<file path="src/rtl/simd_pkg.sv">
// Shared types and constants for the SIMD processor dispatcher.
package simd_pkg;

  // Dispatcher sequencing states: waiting for a command, or streaming its beats.
  typedef enum logic [0:0] {
    IDLE = 1'b0,
    BEAT = 1'b1
  } disp_state_t;

  // A command is always split into exactly this many instruction beats.
  localparam int NUM_BEATS = 4;

  // Default processor count; the dispatcher itself is parameterised.
  localparam int PROC_COUNT_DEF = 4;

  typedef logic [1:0] beat_idx_t;
  typedef logic [$clog2(PROC_COUNT_DEF)-1:0] proc_idx_t;

  // Index of the final beat (WRITE) of a command.
  localparam beat_idx_t LAST_BEAT = beat_idx_t'(NUM_BEATS - 1);

endpackage

</file>
<file path="src/rtl/proc_dispatcher_rr_arbiter.sv">
// Combinational round-robin arbiter: searches the request mask starting at the
// pointer position, wrapping from N-1 back to 0, and returns the first hit as a
// one-hot grant plus its index.
module rr_arbiter #(
  parameter int N  = 4,
  parameter int IW = $clog2(N)
) (
  input  logic [N-1:0]  req,
  input  logic [IW-1:0] ptr,
  output logic [N-1:0]  grant,
  output logic [IW-1:0] grant_idx,
  output logic          valid
);

  int idx_s;

  // Priority search from the pointer; the first requesting slot found wins.
  always_comb begin
    grant     = '0;
    grant_idx = '0;
    valid     = 1'b0;
    idx_s     = 0;
    for (int i = 0; i < N; i++) begin
      idx_s = ((int'(ptr) + i) >= N) ? (int'(ptr) + i - N) : (int'(ptr) + i);
      if (!valid && req[idx_s]) begin
        grant[idx_s] = 1'b1;
        grant_idx    = IW'(idx_s);
        valid        = 1'b1;
      end else begin
        valid = valid;
      end
    end
  end

endmodule

</file>
<file path="src/rtl/proc_dispatcher.sv">
// SIMD processor dispatcher: accepts one command at a time, picks a free
// processor round-robin, streams the command as four acked instruction beats
// and tracks each processor's outstanding work until it reports finish.
// Optional feature macro: DISPATCH_TIMEOUT_EN -- abort a beat that is not
// acknowledged within ACK_TIMEOUT cycles and pulse o_timeout.
module proc_dispatcher
  import simd_pkg::*;
#(
  parameter int PROC_COUNT  = 4,
  parameter int INSTR_W     = 32,
  parameter int CMD_W       = 4 * INSTR_W,
  parameter int ACK_TIMEOUT = 255
) (
  input  logic                  i_clk,
  input  logic                  i_rstn,
  input  logic                  i_cmd_valid,
  input  logic [CMD_W-1:0]      i_cmd,
  output logic                  o_cmd_ready,
  input  logic [PROC_COUNT-1:0] i_busy,
  input  logic [PROC_COUNT-1:0] i_finish,
  input  logic                  i_ack,
  output logic [PROC_COUNT-1:0] o_en_arr,
  output logic [INSTR_W-1:0]    o_instr,
  output logic                  o_instr_valid,
  output logic [PROC_COUNT-1:0] o_done_mask,
  output logic [PROC_COUNT-1:0] o_pending,
  output logic                  o_timeout
);

  localparam int IW = $clog2(PROC_COUNT);

  // Reject configurations the datapath cannot represent.
  if (PROC_COUNT < 2) begin : g_bad_proc_count
    $error("proc_dispatcher: PROC_COUNT must be at least 2");
  end
  if (CMD_W != NUM_BEATS * INSTR_W) begin : g_bad_cmd_w
    $error("proc_dispatcher: CMD_W must equal 4*INSTR_W");
  end
  if (ACK_TIMEOUT < 1 || ACK_TIMEOUT > 255) begin : g_bad_timeout
    $error("proc_dispatcher: ACK_TIMEOUT must fit the 8-bit beat counter");
  end

  disp_state_t           state_r, state_s;
  beat_idx_t             beat_r, beat_s;
  logic [CMD_W-1:0]      cmd_r;
  logic [PROC_COUNT-1:0] grant_r;
  logic [PROC_COUNT-1:0] pending_r, pending_s;
  logic [PROC_COUNT-1:0] done_mask_r;
  logic [IW-1:0]         rr_ptr_r;
  logic [PROC_COUNT-1:0] eligible_s;
  logic [PROC_COUNT-1:0] arb_grant_s;
  logic [IW-1:0]         arb_idx_s;
  logic                  arb_valid_s;
  logic                  accept_s;
  logic                  abort_s;

  assign eligible_s  = ~i_busy & ~pending_r;
  assign o_cmd_ready = (state_r == IDLE) & arb_valid_s;
  assign accept_s    = i_cmd_valid & o_cmd_ready;

  rr_arbiter #(
    .N  (PROC_COUNT),
    .IW (IW)
  ) u_arb (
    .req       (eligible_s),
    .ptr       (rr_ptr_r),
    .grant     (arb_grant_s),
    .grant_idx (arb_idx_s),
    .valid     (arb_valid_s)
  );

  // Next-state logic: accept moves to the first beat; each ack advances one beat.
  always_comb begin
    state_s = state_r;
    beat_s  = beat_r;
    case (state_r)
      IDLE: begin
        if (accept_s) begin
          state_s = BEAT;
          beat_s  = 2'd0;
        end else begin
          state_s = IDLE;
        end
      end
      BEAT: begin
        if (i_ack) begin
          if (beat_r == LAST_BEAT) begin
            state_s = IDLE;
            beat_s  = 2'd0;
          end else begin
            beat_s = beat_r + 2'd1;
          end
        end else if (abort_s) begin
          state_s = IDLE;
          beat_s  = 2'd0;
        end else begin
          state_s = BEAT;
        end
      end
      default: begin
        state_s = IDLE;
        beat_s  = 2'd0;
      end
    endcase
  end

  // Outstanding work: finishes and aborts clear, a new grant sets (set wins).
  always_comb begin
    pending_s = ((pending_r & ~i_finish) & ~(abort_s ? grant_r : {PROC_COUNT{1'b0}}))
              | (accept_s ? arb_grant_s : {PROC_COUNT{1'b0}});
  end

  // Control and datapath registers; command and grant are captured on accept.
  always_ff @(posedge i_clk) begin
    if (!i_rstn) begin
      state_r     <= IDLE;
      beat_r      <= 2'd0;
      cmd_r       <= '0;
      grant_r     <= '0;
      pending_r   <= '0;
      done_mask_r <= '0;
      rr_ptr_r    <= '0;
    end else begin
      state_r     <= state_s;
      beat_r      <= beat_s;
      pending_r   <= pending_s;
      done_mask_r <= i_finish & pending_r;
      if (accept_s) begin
        cmd_r    <= i_cmd;
        grant_r  <= arb_grant_s;
        rr_ptr_r <= (arb_idx_s == IW'(PROC_COUNT - 1)) ? {IW{1'b0}} : (arb_idx_s + IW'(1));
      end
    end
  end

  // Beat presentation is a pure decode of registered state.
  always_comb begin
    if (state_r == BEAT) begin
      o_en_arr      = grant_r;
      o_instr_valid = 1'b1;
      o_instr       = cmd_r[int'(beat_r) * INSTR_W +: INSTR_W];
    end else begin
      o_en_arr      = '0;
      o_instr_valid = 1'b0;
      o_instr       = '0;
    end
  end

  assign o_done_mask = done_mask_r;
  assign o_pending   = pending_r;

`ifdef DISPATCH_TIMEOUT_EN
  localparam logic [7:0] TO_LAST = 8'(ACK_TIMEOUT - 1);

  logic [7:0] to_cnt_r;
  logic       timeout_r;

  assign abort_s = (state_r == BEAT) & ~i_ack & (to_cnt_r == TO_LAST);

  // Per-beat ack watchdog: restarts on every beat entry, counts unacked cycles.
  always_ff @(posedge i_clk) begin
    if (!i_rstn) begin
      to_cnt_r  <= 8'd0;
      timeout_r <= 1'b0;
    end else begin
      timeout_r <= abort_s;
      if ((state_r != BEAT) || i_ack || abort_s) begin
        to_cnt_r <= 8'd0;
      end else begin
        to_cnt_r <= to_cnt_r + 8'd1;
      end
    end
  end

  assign o_timeout = timeout_r;
`else
  assign abort_s   = 1'b0;
  assign o_timeout = 1'b0;
`endif

endmodule

</file>
<file path="config.mk">
export PLATFORM = sky130hd
export DESIGN_NAME = proc_dispatcher
export DESIGN_NICKNAME = d
export VERILOG_FILES = /design/src/rtl/simd_pkg.sv /design/src/rtl/proc_dispatcher_rr_arbiter.sv /design/src/rtl/proc_dispatcher.sv
export SDC_FILE = /design/constraint.sdc
export NUM_CORES = 1
export LEC_CHECK = 0
export ABC_CLOCK_PERIOD_IN_PS = 3200
export CORE_ASPECT_RATIO = 0.7
export CORE_MARGIN = 3
export CORE_UTILIZATION = 25
export DETAILED_ROUTE_END_ITERATION = 8
export GPL_TIMING_DRIVEN = 0
export MAX_ROUTING_LAYER = met4
export PLACE_DENSITY = 0.47
export SLEW_MARGIN = 20
export SYNTH_ARGS = -nofsm -noshare
export SYNTH_HDL_FRONTEND = slang
export SYNTH_SLANG_ARGS = --single-unit
</file>
<file path="constraint.sdc">
create_clock -name i_clk -period 3.2 [get_ports i_clk]
set_input_delay 0.64 -clock i_clk [delete_from_list [all_inputs] [get_ports i_clk]]
set_output_delay 0.64 -clock i_clk [all_outputs]
set_load 0.005 [all_outputs]
</file>
==> impl_metrics.ini <==
[place]
port_buffers = 184
dp_hpwl_um = 20700
dp.cells = 1303
gp_congestion = 0.853
placedInstanceArea_sq_mm = 0.00916

[clock_tree]
cts_max_path_buffers = 2
h-tree-depth = 4
numClockSinks = 145
clk_latency_ns = 0.43
root_buffer = clkbuf_16
tritoncts = yes
path_clk_slew_ns = 0.07
ctsHoldBuffers = 0
numCtsBuffers = 17

[route]
via_per_inst = 4.66
drt_wl_total_um = 28100
ant_nets = 0
drc_errors = 0
drt_iter0_drc = 388
vias = 6247
dr.pass1.iters = 5
drt-wirelength-per-cell_um = 21.0

[critical_path]
worstPathCellList = buf_4, buf_6, clkbuf_8, mux4_2, and2_1, clkdlybuf4s50_1
worst-endpoint-required_ns = 2.56
critPathLaunchType = flop
critical-path-top-delay-family = buffers and inverters
path_class = flop to output pin
cpPeakStageDelay_ns = 0.47
cp_max_fo = 10
worst-r2r-setup-slack_ns = 0.33
worst_path_max_delay_cell = clkdlybuf4s50_1
crit_arrival_ns = 2.47
worst_r2r_startpoint = rr_ptr_r[0]
cp-end-kind = output pin
r2r-end = cmd_r[53]
worstRegToRegCells = 10
path_buf_inv = 4

[power]
leakagePower_nw = 3.66
p_per_area_mw_per_mm2 = 735
ir_drop_v = 0.000385
power.total_mw = 7.28

[synthesis]
synth_fp_nets = 903
synth_edf_count = 0
yosysSeqAreaShare = 0.423
syn_area_per_cell_sq_um = 9.09
yosys.area.top_type_share = 0.423
synth_area_sq_mm = 0.00687
synthFlopType = dfxtp_1
synth_top_area_cell = dfxtp_1
async_reset_ff_frac = 0
ys_top_cells_by_area = dfxtp_1, nand2_1, a21boi_1
ys_seq_elements = 145
syn_inst = 755
ys_warn_count = 0
ys_types = 42

[timing]
period_share = 0.973
rsz0062_at_grt = false
setup_viol = 0
worst_pin_slew_ns = 0.787
hold_viol = 0
timing.fmax_ghz = 0.321
maxSlewHeadroom = 0.475
finalClockSkew_ns = 0.0121
final_max_slew_viol_count = 0
fin_crit_ns = 3.11
hold_ws_ns = 0.450

[finish]
diodes = 0
finalNonFillerCells = 1340
final_cell_area_sq_mm = 0.00990
nets = 1111
syn_to_final_growth_pct = 44.3
drive_gt1_frac = 0.136

[die]
ios = 187
die_w_um = 204
die_h_um = 145
coreArea_sq_mm = 0.0269
die-area_sq_mm = 0.0295
rows = 50
start_util = 0.255

[grt]
track_usage = 0.197
grt_first_pass_wirelength_um = 40200
grt_max_degree = 17
antenna_found_initial = 1
grt_pass1_vias = 6162
gr-total-overflow = 0

[hold_path]
hold_start = grant_r[0]
hold_path.class = flop to flop
holdPathStages = 2
hold_end = grant_r[0]

[outcome]
outcome = complete, no violations

[run]
maxCapViolations = 0
-- synth_stat cells (2+ instances only) --
cell / count
nand2_1: 264
dfxtp_1: 145
a21boi_1: 126
and2_1: 36
mux4_2: 36
buf_2: 22
clkbuf_1: 22
buf_6: 10
a21boi_0: 8
and3_1: 8
ha_1: 8
nor2_1: 8
o22ai_1: 5
a21boi_2: 4
a221oi_1: 4
buf_1: 4
buf_4: 4
nand2b_1: 4
a21oi_1: 3
nand3_1: 3
or2_1: 3
or3_1: 3
a31o_2: 2
a31oi_1: 2
inv_1: 2
o21a_1: 2
or3_4: 2
-- state kept, by name, summed over array words and instances, names as in the netlist --
name and flops:
grant_r 4, o_pending 4, cmd_r 128, beat_r 2
rr_ptr_r 2, o_done_mask 4, state_r 1
-- kinds of logic after synthesis --
kind of cell | Yosys count | synth area share
fa+ha+maj | 8 | 0.0146
other cells | 1 | 0.000546
buf+inv | 64 | 0.0521
xor+xnor | 1 | 0.00128
simple gates | 337 | 0.210
compound gates | 163 | 0.181
mux | 36 | 0.118
flops | 145 | 0.423
-- tightest hold or removal path, delay by kind of cell (launching register included) --
kind	cells	cell delay, ns
flops	1	0.31
simple gates	1	0.05
compound gates	1	0.05
-- power by group --
group	leakage, nW	internal [mW]	switching [mW]
clock	0.285	1.17	0.907
combinational	2.19	1.25	1.55
sequential	1.19	2.16	0.240
-- per-layer routing --
layer / share of wire / GRT usage
met3: 0.055 / 0.0319
met5: 0 / -
met2: 0.41 / 0.278
met4: 0.015 / 0.0456
met1: 0.52 / 0.292
-- final cells by class --
cell class                 count  area [sq um]
timing repair buffer         189          1880
clock inverter                15           171
multi-input combinational    546          3630
inverter                       2          15.0
sequential                   145          2910
buffer                        62           419
tap                          364           455
clock buffer                  17           425
fill                        2848         17000
-- placed cells by master, fill, tap and decap left out, drive strengths merged, types with 2 or more instances in the layout --
master / n
nand2: 264
clkdlybuf4s50: 183
dfxtp: 145
a21boi: 138
buf: 45
clkbuf: 39
mux4: 36
and2: 36
nor2: 8
and3: 8
ha: 8
inv: 7
clkinvlp: 5
o22ai: 5
or3: 5
a221oi: 4
nand2b: 4
or2: 4
nand3: 4
a21oi: 3
clkinv: 3
a31oi: 2
a31o: 2
o21a: 2
bufinv: 2
o21ai: 2
-- how the worst max path moves through the flow --
stage / startpoint / to / slack (ns) / cells past startpoint
global route: beat_r[0] / o_instr[6] / 0.009 / 6
global placement: beat_r[1] / o_instr[12] / -0.69 / 6
finish: beat_r[0] / o_instr[6] / 0.09 / 6
floorplan: rr_ptr_r[0] / rr_ptr_r[0] / 0.53 / 9
detailed placement: beat_r[1] / o_instr[12] / -0.70 / 6
CTS: beat_r[1] / o_instr[12] / 0.02 / 6
-- through the flow --
stage / setup TNS [ns] / setup slack, ns / utilization
after global routing: 0 / 0.00894 / 0.368
final: 0 / 0.0869 / 0.368
after global placement: -15.63 / -0.690 / 0.341
after floorplan: 0 / 0.528 / -
after detailed placement: -15.58 / -0.704 / 0.341
after CTS: 0 / 0.0197 / 0.367
-- timing repair --
item,4_1_cts,5_1_grt
pin swaps,0,1
resized for setup,35,8
endpoints found under the setup margin,33,9
buffers inserted,3,2
No activity file was read; power rests on OpenSTA's default activity.
